$ cat src/rtl/dt_scan_ctrl.sv
// dt_scan_ctrl: multiplexed hex display scanner with double-buffered data,
// per-slot PWM brightness, leading-zero blanking and a frame-done pulse.
module dt_scan_ctrl #(
   parameter int unsigned DIGITS      = 4,
   parameter int unsigned PRESCALE    = 3000,
   parameter bit          SEG_ACT_LOW = 1'b1,
   parameter bit          EN_ACT_LOW  = 1'b1
) (
   input  logic                  clk,
   input  logic                  rst_n,
   input  logic                  load,
   input  logic [4*DIGITS-1:0]   num_in,
   input  logic [DIGITS-1:0]     dp_in,
   input  logic                  blank_lz,
   input  logic [3:0]            bright,
   output logic [DIGITS-1:0]     ds_en,
   output logic [6:0]            ds_reg,
   output logic                  ds_dp,
   output logic                  frame_done
);

   localparam int unsigned PW = (PRESCALE > 1) ? $clog2(PRESCALE) : 1;
   localparam int unsigned DW = (DIGITS > 1) ? $clog2(DIGITS) : 1;
   localparam int unsigned NW = 4 * DIGITS;

   logic [PW-1:0]     pre_q;
   logic [3:0]        sub_q;
   logic [DW-1:0]     dig_q;
   logic [3:0]        bright_q;
   logic [NW-1:0]     sh_num_q;
   logic [DIGITS-1:0] sh_dp_q;
   logic [NW-1:0]     act_num_q;
   logic [DIGITS-1:0] act_dp_q;
   logic              pend_q;

   logic              tick_c;
   logic              last_dig_c;
   logic              boundary_c;
   logic [3:0]        nib_c;
   logic              dpb_c;
   logic [DIGITS-1:0] zfrom_c;
   logic              blank_c;
   logic [6:0]        seg_c;
   logic [DIGITS-1:0] en_c;

   // Hex nibble to active-high segments {g,f,e,d,c,b,a}
   function automatic logic [6:0] hex7(input logic [3:0] n);
      logic [6:0] s;
      case (n)
         4'h0: s = 7'b0111111;
         4'h1: s = 7'b0000110;
         4'h2: s = 7'b1011011;
         4'h3: s = 7'b1001111;
         4'h4: s = 7'b1100110;
         4'h5: s = 7'b1101101;
         4'h6: s = 7'b1111101;
         4'h7: s = 7'b0000111;
         4'h8: s = 7'b1111111;
         4'h9: s = 7'b1101111;
         4'hA: s = 7'b1110111;
         4'hB: s = 7'b1111100;
         4'hC: s = 7'b0111001;
         4'hD: s = 7'b1011110;
         4'hE: s = 7'b1111001;
         default: s = 7'b1110001;
      endcase
      return s;
   endfunction

   assign tick_c     = (pre_q == PW'(PRESCALE - 1));
   assign last_dig_c = (dig_q == DW'(DIGITS - 1));
   assign boundary_c = tick_c && (sub_q == 4'd15) && last_dig_c;

   // Free-running prescaler, one sub-tick every PRESCALE cycles
   always_ff @(posedge clk or negedge rst_n) begin
      if (!rst_n)      pre_q <= '0;
      else if (tick_c) pre_q <= '0;
      else             pre_q <= pre_q + PW'(1);
   end

   // Sub-tick counter within a slot and digit index across the frame
   always_ff @(posedge clk or negedge rst_n) begin
      if (!rst_n) begin
         sub_q <= '0;
         dig_q <= '0;
      end else if (tick_c) begin
         sub_q <= sub_q + 4'd1;
         if (sub_q == 4'd15) dig_q <= last_dig_c ? '0 : dig_q + DW'(1);
      end
   end

   // Shadow capture on load; shadow-to-active transfer at the frame boundary
   always_ff @(posedge clk or negedge rst_n) begin
      if (!rst_n) begin
         sh_num_q  <= '0;
         sh_dp_q   <= '0;
         act_num_q <= '0;
         act_dp_q  <= '0;
         pend_q    <= 1'b0;
      end else begin
         if (boundary_c && pend_q) begin
            act_num_q <= sh_num_q;
            act_dp_q  <= sh_dp_q;
         end
         if (load) begin
            sh_num_q <= num_in;
            sh_dp_q  <= dp_in;
         end
         if (load)            pend_q <= 1'b1;
         else if (boundary_c) pend_q <= 1'b0;
      end
   end

   // Brightness is held for the slot; only its sub=0 value matters
   always_ff @(posedge clk or negedge rst_n) begin
      if (!rst_n)              bright_q <= '0;
      else if (sub_q == 4'd0)  bright_q <= bright;
   end

   // Current digit's nibble, dp, and leading-zero blank decision
   always_comb begin
      logic run;
      nib_c   = '0;
      dpb_c   = 1'b0;
      zfrom_c = '0;
      run     = 1'b1;
      for (int i = int'(DIGITS) - 1; i >= 0; i--) begin
         run        = run & (act_num_q[4*i +: 4] == 4'd0);
         zfrom_c[i] = run;
      end
      for (int unsigned k = 0; k < DIGITS; k++) begin
         if (dig_q == DW'(k)) begin
            nib_c = act_num_q[4*k +: 4];
            dpb_c = act_dp_q[k];
         end
      end
      blank_c = blank_lz && (dig_q != '0) && zfrom_c[dig_q];
      seg_c   = blank_c ? 7'd0 : hex7(nib_c);
   end

   // Enable window: current digit only, for sub-ticks 1..bright
   always_comb begin
      en_c = '0;
      if ((sub_q != 4'd0) && (sub_q <= bright_q)) en_c = DIGITS'(1) << dig_q;
   end

   // Registered display outputs and frame pulse
   always_ff @(posedge clk or negedge rst_n) begin
      if (!rst_n) begin
         ds_en      <= {DIGITS{EN_ACT_LOW}};
         ds_reg     <= {7{SEG_ACT_LOW}};
         ds_dp      <= SEG_ACT_LOW;
         frame_done <= 1'b0;
      end else begin
         ds_en      <= en_c ^ {DIGITS{EN_ACT_LOW}};
         frame_done <= boundary_c;
         if (sub_q == 4'd0) begin
            ds_reg <= seg_c ^ {7{SEG_ACT_LOW}};
            ds_dp  <= dpb_c ^ SEG_ACT_LOW;
         end
      end
   end

endmodule

$ cat config.mk
export PLATFORM = sky130hd
export DESIGN_NAME = dt_scan_ctrl
export DESIGN_NICKNAME = d
export VERILOG_FILES = /design/src/rtl/dt_scan_ctrl.sv
export SDC_FILE = /design/constraint.sdc
export NUM_CORES = 1
export LEC_CHECK = 0
export ABC_AREA = 1
export BUFFER_PORTS_ARGS = -buffer_cell sky130_fd_sc_hd__buf_2
export CAP_MARGIN = 20
export CORE_UTILIZATION = 40
export DETAILED_ROUTE_END_ITERATION = 12
export GPL_TIMING_DRIVEN = 1
export HOLD_SLACK_MARGIN = 0.06
export PLACE_DENSITY = 0.69
export SLEW_MARGIN = 20
export SYNTH_ARGS = -nofsm -noshare
export SYNTH_HDL_FRONTEND = slang
export SYNTH_SLANG_ARGS = --single-unit
$ cat constraint.sdc
create_clock -name clk -period 2.3 [get_ports clk]
set_input_delay 0.115 -clock clk [delete_from_list [all_inputs] [get_ports clk]]
set_output_delay 0.115 -clock clk [all_outputs]
set_load 0.1 [all_outputs]
Word level (Yosys, flattened, before mapping):

Memory sizes are Yosys's and may differ from the RTL's.
Index checks and enable logic that the tools add are counted.

* register bits after elaboration: 76
* bits in read-only memories: 112
* input bits: 28
* memories: 1

Memory list
* (name not given): depth 16, width 7, read ports 1, clocked after memory_dff 0, wr ports 0, line 49 `case (n)`

* add/sub/neg operators: 3
* order comparisons: 2
* eq/ne operators: 5
* shifts and indexed selects: 1
* mux-type cells: 16
* bitwise logic cells: 6
* reduce and logical (&&, ||, !) cells: 16

Operators with widths (number)
* 4-bit zero test: 5
* 4-bit two-way mux: 5
* 12-bit by 1-bit adder with 12-bit output (second input constant): 1
* 12-bit equality test (second input constant): 1
* 12-bit two-way mux: 1
* 1-bit two-way mux: 7
* 7-bit two-way mux: 1
* 7-bit inverter: 1
* 1-bit logical AND: 6
* 4-bit by 1-bit adder with 4-bit output (second input constant): 1
* 2-bit equality test (second input constant): 2
* 4-bit equality test (second input constant): 1
* 4-bit <= comparator: 1
* 4-bit inverter: 1
* 2-bit nonzero test: 2
* 4-bit nonzero test: 1
* 1-bit by 2-bit << shifter with 4-bit output (first input constant): 1
* 1-bit bitwise AND: 3
* 2-bit by 3-bit less-than comparator with 1-bit output (second input constant): 1
* 2-bit by 1-bit adder with 2-bit output (second input constant): 1
* 1-bit binary-select mux with 2-bit select: 1
* 2-bit by 1-bit equality test with 1-bit output (second input constant): 1
* 2-bit zero test: 1
* 2-bit two-way mux: 1
* 2 further kinds: 2

Depth between registers and ports, before layout:

* depth in word-level cells: 9
* depth in mapped cells: 15

Worst setup path before layout:

OpenSTA, ideal clock, no wires.

* path type: flip-flop to flip-flop
* start: reg dig_q[0]
* end: reg ds_reg[3]
* data arrival time: 2023 ps
* required time: 2223 ps
* setup slack: 200 ps
* cell stages (with the launch flop): 15
* path buffers: 1
* cell sequence: dfrtp_1 inv_1 ha_1 buf_2 inv_2 nor2_1 nor2_1 a21boi_0 ha_1 inv_1 nand2_1 nand3_1 nand2_1 nor2_1 nor2_1

* cells in the longest elaborated chain, start to end: 8
* elaborated cells on any way between the ends: 16
* classes of those cells: eq/ne (3); mux (7); bitwise (1); reduce/logical (4); memory (1)

Ends and longest elaborated chain
* start, declared: line 28 `logic [DW-1:0] dig_q;`
* start signal, assigned: line 88 `if (sub_q == 4'd15) dig_q <= last_dig_c ? '0 : dig_q + DW'(1);`
* 2-bit zero test: line 132 `if (dig_q == DW'(k)) begin`
* 4-bit two-way mux (4 in a row): line 132
* memory 16 x 7 bit
* 7-bit two-way mux (*): line 138 `seg_c = blank_c ? 7'd0 : hex7(nib_c);`
* 7-bit inverter (no source line) (*)
* end signal, assigned: line 151 `ds_reg <= {7{SEG_ACT_LOW}};`
* end signal, assigned: line 158 `ds_reg <= seg_c ^ {7{SEG_ACT_LOW}};`
* end, declared: line 17 `output logic [6:0] ds_reg,`

Mark *: on every way between the ends. The rest lies on a longest branch, timed or not. The select of a mux whose other input is x is not followed.
A chain may end at the register's enable or synchronous reset.

Worst setup path in the final report:

* start: reg dig_q[1]
* end: reg ds_reg[3]

The elaborated chain is that of the path after synthesis.

==> impl_metrics.ini <==
[outcome]
status = completed

[yosys]
synth_area_leaders = dfrtp_1 (42%), nand2_1 (14%), dfstp_2 (8.3%), ha_1 (5.6%), inv_1 (5.1%)
ys.warnings.count = 0
syn_inst = 452
syn-num-nets = 497
synthTopCellsByCount = nand2_1 (143), dfrtp_1 (64), inv_1 (52), nor2_1 (52), o21ai_2 (20)
synth_top_area_cell = dfrtp_1
synthesis.area_um2 = 3800
synth_enable_flop_cells = 0
synth_flop_cell = dfrtp_1
netlist.area_leader.share_pct = 42.2
post-synth-top-count-cell = nand2_1
ys_seq_area_share_pct = 50.5
synth.avg_cell_area_um2 = 8.40
async_reset_ff_share_pct = 100
synth_seq_cells = 76
synth_cell_types = 31

[sta]
relSlewSlack_pct = 64.9
finalHoldViolCount = 0
whs_ps = 217
fmax_ghz = 0.469
maxSlewViolCount = 0
period_needed_ps = 2130
setup_viol = 0
fin_ws_ps = 167
finalCritPeriodShare_pct = 92.7
fin_skew_ps = 9.53
tns_ps = 0
worst_pin_slew_ps = 523

[finish]
register_area_um2 = 1920
layout-drive-gt1-share_pct = 21.5
area_growth_syn_to_layout_pct = 22.3
final_util_pct = 50.3
antenna_cells = 0
nNetsFinal = 571
multi_input_area_um2 = 1640
fillers = 884
reg_top3 = act_num_q x16, sh_num_q x16, pre_q x12

[placement]
place_ws_ps = 91.0
dp_hpwl_mm = 5.61
gp_congestion = 0.903
io_buffers = 40

[clock_tree]
clock_sinks = 76
cts_tree = built
clk_path_buf_depth = 2
ctsRootBufferMaster = clkbuf_8
cts_made_buffers = 9
path_clk_slew_ps = 80
htree_levels = 3
clk_latency_ps = 350

[grt]
grt_usage_pct = 17.3
grt_pass1_vias = 3024
use_met2_pct = 28.3
grt_pass1_wl_mm = 13.5
grt_max_degree = 41
grt_overflow = 0
antenna_found_initial = 0
grt_use_met1_pct = 22.0
use_met3_pct = 5.20
grt-busiest-layer = met2

[die]
io_pins = 41
die_y_um = 99.5
die_w_um = 99.5
rows = 35
die-area_um2 = 9890
start_util_pct = 41.1
core_area_um2 = 9240

[power]
p_total_uw = 2550
power.density_nw_per_um2 = 550
power.share.clock_pct = 39.6
peakVddDrop_mv = 0.356
p_seq_share_pct = 54.4
p_comb_share_pct = 6.0
cellLeakagePower_uw = 0.00239
p_int_uw = 1970
p_sw_uw = 583
swShare_pct = 22.8

[worst_setup_path]
ff2ff_setup_slack_ps = 170
cp.required_ps = 2590
startpoint_type = flop
max_stage_delay_ps = 460
arrival_ps = 2420
path_cells = inv_1 > ha_4 > inv_2 > nand2_1 > nand3_1 > nand2_1 > nand2_1 > inv_2 > ha_1 > inv_1 > nand2_1 > nand3_1 > nand2_1 > nor2_1 > nor2_1
cp-startpoint = dig_q[1]
crit_end = ds_reg[3]
path_common_cell = nand2_1
timing.rr.end = ds_reg[3]
cp_slowest_cell = dfrtp_2
critPathMaxFanout = 7
r2r_start = dig_q[1]
rr_worst_depth = 15
worstSetupEndpointType = flop
crit_type = reg2reg

[detailed_routing]
dr_total_vias = 3028
routed_wl_mm = 7.86
drc_errors = 0
wl_per_cell_um = 11.9
avgViaCountPerCell = 4.59
dr.pass1.iters = 4
drt_first_iter_violations = 147
ant_nets = 0

[min_path]
min-delay-start = load
hold_class = in2reg

[flow_run]
max_cap_viol_count = 0
worst min-delay path by stage:
stage                         to  slack [ps]  cells past startpoint
finish               sh_num_q[4]         220                      4
global route        sh_num_q[15]         220                      4
CTS                 sh_num_q[11]         210                      4
detailed placement   sh_num_q[3]         110                      1
global placement     sh_num_q[0]         110                      1
floorplan            act_dp_q[0]        -180                      0
stage by stage:
step,cells,instance area [µm²]
after CTS,660,4590
after floorplan,452,3800
final,660,4640
after detailed placement,619,4150
after global placement,619,4150
after global routing,660,4640
cells by family after synthesis:
kind of cell / Yosys count / synth area share (%)
adders and majority gates: 17 / 5.60
AOI/OAI and AO/OA: 62 / 10.7
and+or+nand+nor: 224 / 24.5
buffers and inverters: 68 / 7.64
xor gates and xnor gates: 5 / 1.15
DFF: 76 / 50.5
placed cells by master (no fill, tap or decap), types with 2 or more instances in the layout:
cell type	instances
nand2_1	143
dfrtp_1	62
nor2_1	52
inv_1	50
buf_2	40
dlygate4sd3_1	25
o21ai_2	20
a21oi_1	18
o21ai_0	17
nand3_1	16
ha_1	13
dfstp_2	12
clkbuf_8	10
buf_4	8
inv_2	6
xor2_1	4
ha_4	4
nand4_1	3
nor3_1	3
or2_2	2
clkinv_1	2
nand3_2	2
clkbuf_1	2
clkinv_2	2
dfrtp_2	2
power by group through the flow:
stage,Clock (µW),Combinational [µW],Sequential [µW]
after global placement,0,120,1410
after detailed placement,0,124,1410
after CTS,1040,156,1390
after global routing,1100,177,1390
after floorplan,0,58.5,1410
final,1010,152,1390
worst max-delay path: cells and delay by family, from the launching register on:
family | cells | cell delay (ps)
fa+ha+maj | 2 | 460
buf+inv | 4 | 460
flops | 1 | 460
simple gates | 9 | 690
repair_timing:
action | 4_1_cts | 5_1_grt
setup buffers | 0 | 0
endpoints found under the setup margin | 0 | 6
gates resized for setup | 0 | 13
hold buffers | 25 | 0
hold endpoints to repair | 44 | 0
per-layer routing:
metal | vias up | part of all wire [%]
met4 | 0 | 1.1
met3 | 11 | 4.0
met5 | - | 0
li1 | 1558 | -
met2 | 57 | 47
met1 | 1402 | 48
cell type report:
type,instances,share of cell area (%)
Sequential cell,76,41.3
Clock buffer,12,3.12
Inverter,58,4.69
Timing Repair Buffer,73,11.0
Clock inverter,4,1.05
Multi-Input combinational cell,308,35.3
Tap cell,129,3.48
Note: power is estimated with default switching activity, not from simulation.
